$ cat config.mk
export PLATFORM = sky130hd
export DESIGN_NAME = triangle_meas
export DESIGN_NICKNAME = d
export VERILOG_FILES = /design/src/rtl/triangle_meas.sv
export SDC_FILE = /design/constraint.sdc
export NUM_CORES = 1
export LEC_CHECK = 0
export ABC_CLOCK_PERIOD_IN_PS = 7900
export CAP_MARGIN = 20
export CORE_MARGIN = 1.5
export CORE_UTILIZATION = 52
export CTS_CLUSTER_DIAMETER = 120
export CTS_CLUSTER_SIZE = 30
export DETAILED_ROUTE_END_ITERATION = 10
export HOLD_SLACK_MARGIN = 0.1
export PLACE_DENSITY = 0.71
export SLEW_MARGIN = 40
export SYNTH_ARGS = -nofsm -noshare
export SYNTH_HDL_FRONTEND = slang
export SYNTH_SLANG_ARGS = --single-unit
$ cat constraint.sdc
create_clock -name clk -period 7.9 [get_ports clk]
set_input_delay 2.37 -clock clk [delete_from_list [all_inputs] [get_ports clk]]
set_output_delay 2.37 -clock clk [all_outputs]
set_load 0.01 [all_outputs]
$ cat src/rtl/triangle_meas.sv
// Triangle-wave measurement: hysteresis peak/valley detection with rise, fall,
// period and amplitude reporting once per waveform cycle.
module triangle_meas #(
  parameter int              DW      = 14,
  parameter int              CW      = 32,
  parameter int              HYST    = 16,
  parameter int              TIMEOUT = 1 << 20,
  parameter logic [CW-1:0]   T_INIT  = '0
) (
  input  logic                 clk,
  input  logic                 rstn,
  input  logic                 en,
  input  logic signed [DW-1:0] din,
  output logic signed [DW-1:0] vmax,
  output logic signed [DW-1:0] vmin,
  output logic        [DW:0]   vpp,
  output logic        [CW-1:0] rise_len,
  output logic        [CW-1:0] fall_len,
  output logic        [CW-1:0] period,
  output logic                 meas_valid,
  output logic                 locked
);

  typedef enum logic [1:0] {ACQ = 2'd0, RISE = 2'd1, FALL = 2'd2} state_t;

  localparam logic signed [DW+1:0] HYST_X    = (DW+2)'(HYST);
  localparam logic        [CW-1:0] IDLE_LAST = CW'(TIMEOUT - 1);

  // Two guard bits keep extremum +/- HYST exact at full scale.
  function automatic logic signed [DW+1:0] sx(input logic signed [DW-1:0] x);
    return {{2{x[DW-1]}}, x};
  endfunction

  function automatic logic above(input logic signed [DW-1:0] x,
                                 input logic signed [DW-1:0] base);
    return sx(x) > (sx(base) + HYST_X);
  endfunction

  function automatic logic below(input logic signed [DW-1:0] x,
                                 input logic signed [DW-1:0] base);
    return sx(x) < (sx(base) - HYST_X);
  endfunction

  function automatic logic [DW:0] span(input logic signed [DW-1:0] hi,
                                       input logic signed [DW-1:0] lo);
    return {hi[DW-1], hi} - {lo[DW-1], lo};
  endfunction

  state_t                 state;
  logic                   acq_first;
  logic                   have_peak;
  logic        [CW-1:0]   t;
  logic        [CW-1:0]   idle;
  logic        [CW-1:0]   t_max;
  logic        [CW-1:0]   t_min;
  logic        [CW-1:0]   t_pk;
  logic        [CW-1:0]   t_val;
  logic        [CW-1:0]   t_pk_prev;
  logic signed [DW-1:0]   run_max;
  logic signed [DW-1:0]   run_min;
  logic signed [DW-1:0]   pk;
  logic signed [DW-1:0]   val;
  logic                   turn;
  logic                   timeout;

  always_comb begin
    turn = 1'b0;
    case (state)
      ACQ:     turn = !acq_first && (above(din, run_min) || below(din, run_max));
      RISE:    turn = below(din, pk);
      FALL:    turn = above(din, val);
      default: turn = 1'b0;
    endcase
    // A turn on the same sample as the timeout takes priority.
    timeout = !turn && (idle == IDLE_LAST);
  end

  always_ff @(posedge clk or negedge rstn) begin
    if (!rstn) begin
      state      <= ACQ;
      acq_first  <= 1'b1;
      have_peak  <= 1'b0;
      t          <= T_INIT;
      idle       <= '0;
      t_max      <= '0;
      t_min      <= '0;
      t_pk       <= '0;
      t_val      <= '0;
      t_pk_prev  <= '0;
      run_max    <= '0;
      run_min    <= '0;
      pk         <= '0;
      val        <= '0;
      vmax       <= '0;
      vmin       <= '0;
      vpp        <= '0;
      rise_len   <= '0;
      fall_len   <= '0;
      period     <= '0;
      meas_valid <= 1'b0;
      locked     <= 1'b0;
    end else begin
      meas_valid <= 1'b0;
      if (en) begin
        t <= t + CW'(1);
        if (turn || timeout) idle <= '0;
        else                 idle <= idle + CW'(1);

        if (timeout) begin
          state     <= ACQ;
          acq_first <= 1'b1;
          have_peak <= 1'b0;
          locked    <= 1'b0;
        end else begin
          case (state)
            ACQ: begin
              if (acq_first) begin
                acq_first <= 1'b0;
                run_max   <= din;
                run_min   <= din;
                t_max     <= t;
                t_min     <= t;
              end else begin
                if (din > run_max) begin
                  run_max <= din;
                  t_max   <= t;
                end
                if (din < run_min) begin
                  run_min <= din;
                  t_min   <= t;
                end
                if (above(din, run_min)) begin
                  val   <= run_min;
                  t_val <= t_min;
                  pk    <= din;
                  t_pk  <= t;
                  state <= RISE;
                end else if (below(din, run_max)) begin
                  // The acquired maximum counts as the first detected peak.
                  t_pk_prev <= t_max;
                  have_peak <= 1'b1;
                  val       <= din;
                  t_val     <= t;
                  state     <= FALL;
                end
              end
            end
            RISE: begin
              if (turn) begin
                if (have_peak) begin
                  rise_len   <= t_pk - t_val;
                  fall_len   <= t_val - t_pk_prev;
                  period     <= t_pk - t_pk_prev;
                  vmax       <= pk;
                  vmin       <= val;
                  vpp        <= span(pk, val);
                  meas_valid <= 1'b1;
                  locked     <= 1'b1;
                end
                t_pk_prev <= t_pk;
                have_peak <= 1'b1;
                val       <= din;
                t_val     <= t;
                state     <= FALL;
              end else if (din > pk) begin
                pk   <= din;
                t_pk <= t;
              end
            end
            FALL: begin
              if (turn) begin
                pk    <= din;
                t_pk  <= t;
                state <= RISE;
              end else if (din < val) begin
                val   <= din;
                t_val <= t;
              end
            end
            default: state <= ACQ;
          endcase
        end
      end
    end
  end

endmodule

==> summary.md <==
| Metric | Value |
|---|---|
| Synth area leaders | dfrtp_1, ha_1, mux2i_1, mux2_1, o21ai_0 |
| Largest net degree at the start of global routing | 150 |
| Die X-Extent | roughly 220 um |
| Leakage | between 10 and 15 nW |
| Root buffer cell | clkbuf_16 |
| Predominant post-synthesis flop cell | dfrtp_1 |
| Setup Skew | around 0.028 ns |
| Die ar. | about 50000 um2 |
| Share of layout cells above drive strength 1 | 5.43% |
| Non-Filler Instances | between 3000 and 4000 |
| First-pass DRT Iterations | 5 |
| FMAX | 0.158 GHz |
| Slew @ Worst Pin | 0.768 ns |
| Post-synth net total | 2705 |
| Worst ir drop on vdd | roughly 0.19 mV |
| Synth Area in Adders | a little over a tenth |
| Commonest non-fill, non-tap cell in the layout | dfrtp_1 |
| Post-route DRC violation count | 0 |
| DP HPWL | around 47 mm |
| Max-cap violations | 0 |
| Sw Share | between 40% and 50% |
| Global placement routability congestion | slightly above 0.9 |
| Int Power | roughly 6.4 mW |
| Via density | 5.84 |
| Sequential fraction of the synthesis area | 41.7% |
| Commonest non-fill, non-tap cells in the layout | dfrtp_1, nand2_1, ha_1 |
| Tot GR Track Use | 25.5% |
| Sink Count | roughly 430 |
| Status | completed |
| Post-Synth XOR/XNOR Area | under 10% |
| Worst EP arrival | between 6 and 7 ns |
| Placed insts | ~3200 |
| CORE AREA | around 48000 um2 |
| Mux share of post-synthesis cell area | around an eighth |
| I/O pin count | between 150 and 200 |
| Gr ovfl total | 0 |
| Crit end category | flip-flop |
| Worst-path clk slew | between 0.1 and 0.15 ns |
| Total number of yosys warnings | 0 |
| Synth-to-layout area growth | 10.5% |
| Synth async-reset ratio | 100% |
| Slew Viols, Final | 0 |
| Number of port buffers | between 150 and 200 |
| Sequential power share | between 20 and 30% |
| Cell row count | 80 |
| Logic pwr share | between 60% and 70% |
| Clock buffer count from CTS | 18 |
| #FFs+latches synth | 425 |
| Die Y | 224 um |
| Tcrit/Tclk final | between 80% and 90% |
| Power share of the clock group | around 10% |
| CP required | about 8.3 ns |
| Clock Latency Late Sink | roughly 0.56 ns |
| Psw | 5.28 mW |
| Routed length per instance | 19.9 um |
| Critical-path maximum fanout | 32 |
| Start-to-end type of the worst setup path | input port to flip-flop |
| Initial antenna violation count | 1 |
| Post-Syn Area | between 20000 and 30000 um2 |
| Via count | ~19000 |
| 1st-iter DRT viols | roughly 1200 |
| CTS max path bufs | 3 |
| Postcts setup bufs | 0 |
| Mapped Cells | 2467 |
| Filler cells | about 4000 |
| Vias in the first global route | roughly 19000 |
| Critical path startpoint category | input port |
| Netlist cell types | between 80 and 90 |
| CTS tree | done |
| Power per cell area | around 410 nW/um2 |
| Main combinational cell family by area after synthesis | multiplexers |
| Fin nets | between 2000 and 3000 |
| Cts repair resizes | 0 |
| Syn_area_per_cell | ~10 um2 |
| WL final | roughly 64 mm |
| Number of synthesized flops with an enable pin | 0 |
| H-Tree Depth | 1 |
| First-pass GRT wire length | a little over 100 mm |
| Setup TNS | 0 ns |
| Simple-gate portion of the synthesized area | between 10% and 20% |
| Area share of the largest cell type after synthesis | about two fifths |
| Most area-hungry cell type in the Yosys netlist | dfrtp_1 |
| Final-report hold violation count | 0 |
| Initial Utilization | 53.1% |
| Tot Pwr | between 10 and 15 mW |
| Number of diodes | 0 |
| Hold Path Class | flip-flop to flip-flop |
| Routed Antenna Nets | 0 |
| Final Cell Area | between 20000 and 30000 um2 |
| Compound-Gate Fraction of Synth Area | 12.4% |
| RSZ-0062 raised after global routing | false |
| Minimum clock period | ~6.3 ns |
| Final setup fails | 0 |
| Slew HR | 48.6% |
| # hold bufs at CTS | 0 |
| DP Area | around 28000 um2 |
[registers in the layout, indices dropped and copies added, names as in the netlist, 2 cells and up]
name       cells
fall_len      32
idle          32
period        32
pk            14
rise_len      32
run_max       14
run_min       14
state          2
t             32
t_max         32
t_min         32
t_pk          32
t_pk_prev     32
t_val         32
val           14
vmax          14
vmin          14
vpp           15
[kinds of logic after synthesis]
family	count (synthesis)
AOI/OAI and AO/OA	511
xor gates and xnor gates	172
adders and majority gates	221
buffers and inverters	231
DFF	425
muxes	300
and+or+nand+nor	607
[worst max-delay path, cell delays in order]
cell             delay, ns
clkdlybuf4s50_1       0.81
ha_1                  0.56
nand4_1               0.14
or3_1                 0.41
a21o_1                0.18
a21oi_1               0.14
o21ai_1               0.08
a222oi_1              0.23
buf_4                 0.21
a21oi_2               0.06
buf_4                 0.18
nor2b_2               0.24
or3b_2                0.45
buf_12                0.31
mux2_1                0.36
[metrics by stage]
step | setup WS, ns | hold slack [ns] | utilization (%)
finish | 1.57 | 0.489 | 58.7
global route | 1.26 | 0.521 | 58.7
CTS | 1.62 | 0.494 | 58.5
detailed placement | 1.02 | 0.467 | 57.4
global placement | 0.978 | 0.461 | 57.4
floorplan | 2.48 | 0.456 | -
[final timing paths]
| path | startpoint | cells past startpoint | endpoint | slack (ns) |
|---|---|---|---|---|
| setup reg to reg | run_min[4]$_DFFE_PN0P_ | 18 | run_max[9]$_DFFE_PN0P_ | 2.78 |
| hold reg to reg | vmax[10]$_DFFE_PN0P_ | 2 | vmax[10]$_DFFE_PN0P_ | 0.49 |
| setup / recovery | din[13] | 15 | t_min[10]$_DFFE_PN0P_ | 1.57 |
| min in group asynchronous | rstn | 1 | idle[6]$_DFFE_PN0P_ | 1.68 |
| hold / removal | vmax[10]$_DFFE_PN0P_ | 2 | vmax[10]$_DFFE_PN0P_ | 0.49 |
| max in group asynchronous | rstn | 4 | t_max[19]$_DFFE_PN0P_ | 4.60 |
[final cells by class]
cell class / instances / area [um2] / share of cell area (%)
inverter: 147 / 552 / 1.96
clock inverter: 2 / 35.0 / 0.124
sequential: 425 / 10600 / 37.7
clock buffer: 24 / 494 / 1.75
timing repair buffer: 187 / 1950 / 6.93
tap: 615 / 769 / 2.73
multi-input combinational: 1811 / 13700 / 48.8
[synthesized netlist by cell type (12+ instances only)]
cell / n
o211ai_1: 17
xnor2_1: 98
mux2_4: 42
nor3_1: 36
o21a_1: 29
nand2b_1: 24
buf_2: 19
o21ai_0: 195
a211oi_1: 12
nand4_1: 31
nand2_1: 246
dfrtp_1: 424
mux2_1: 91
nor2b_1: 22
ha_1: 217
mux2_2: 15
nand3_1: 65
a21oi_1: 104
mux2i_1: 151
clkbuf_1: 29
nor2_1: 97
a21o_1: 53
inv_1: 146
and3_1: 21
nor4_1: 13
xor2_1: 74
o31ai_1: 12
[metal layers]
layer / up-vias / part of all wire, % / track usage [%]
li1: 8943 / - / -
met1: 9308 / 47 / 36.3
met2: 422 / 46 / 41.7
met3: 88 / 3.6 / 2.05
met4: 0 / 2.8 / 7.17
met5: - / 0 / 0
[power groups by stage]
stage               Clock (mW)  Combinational (mW)  Sequential, mW
global route              1.27                7.81            3.43
CTS                       1.20                7.12            3.35
finish                    1.17                7.17            3.35
detailed placement           0                7.07            3.39
global placement             0                6.91            3.36
floorplan                    0                4.71            3.38
Note: power is estimated with default switching activity, not from simulation.
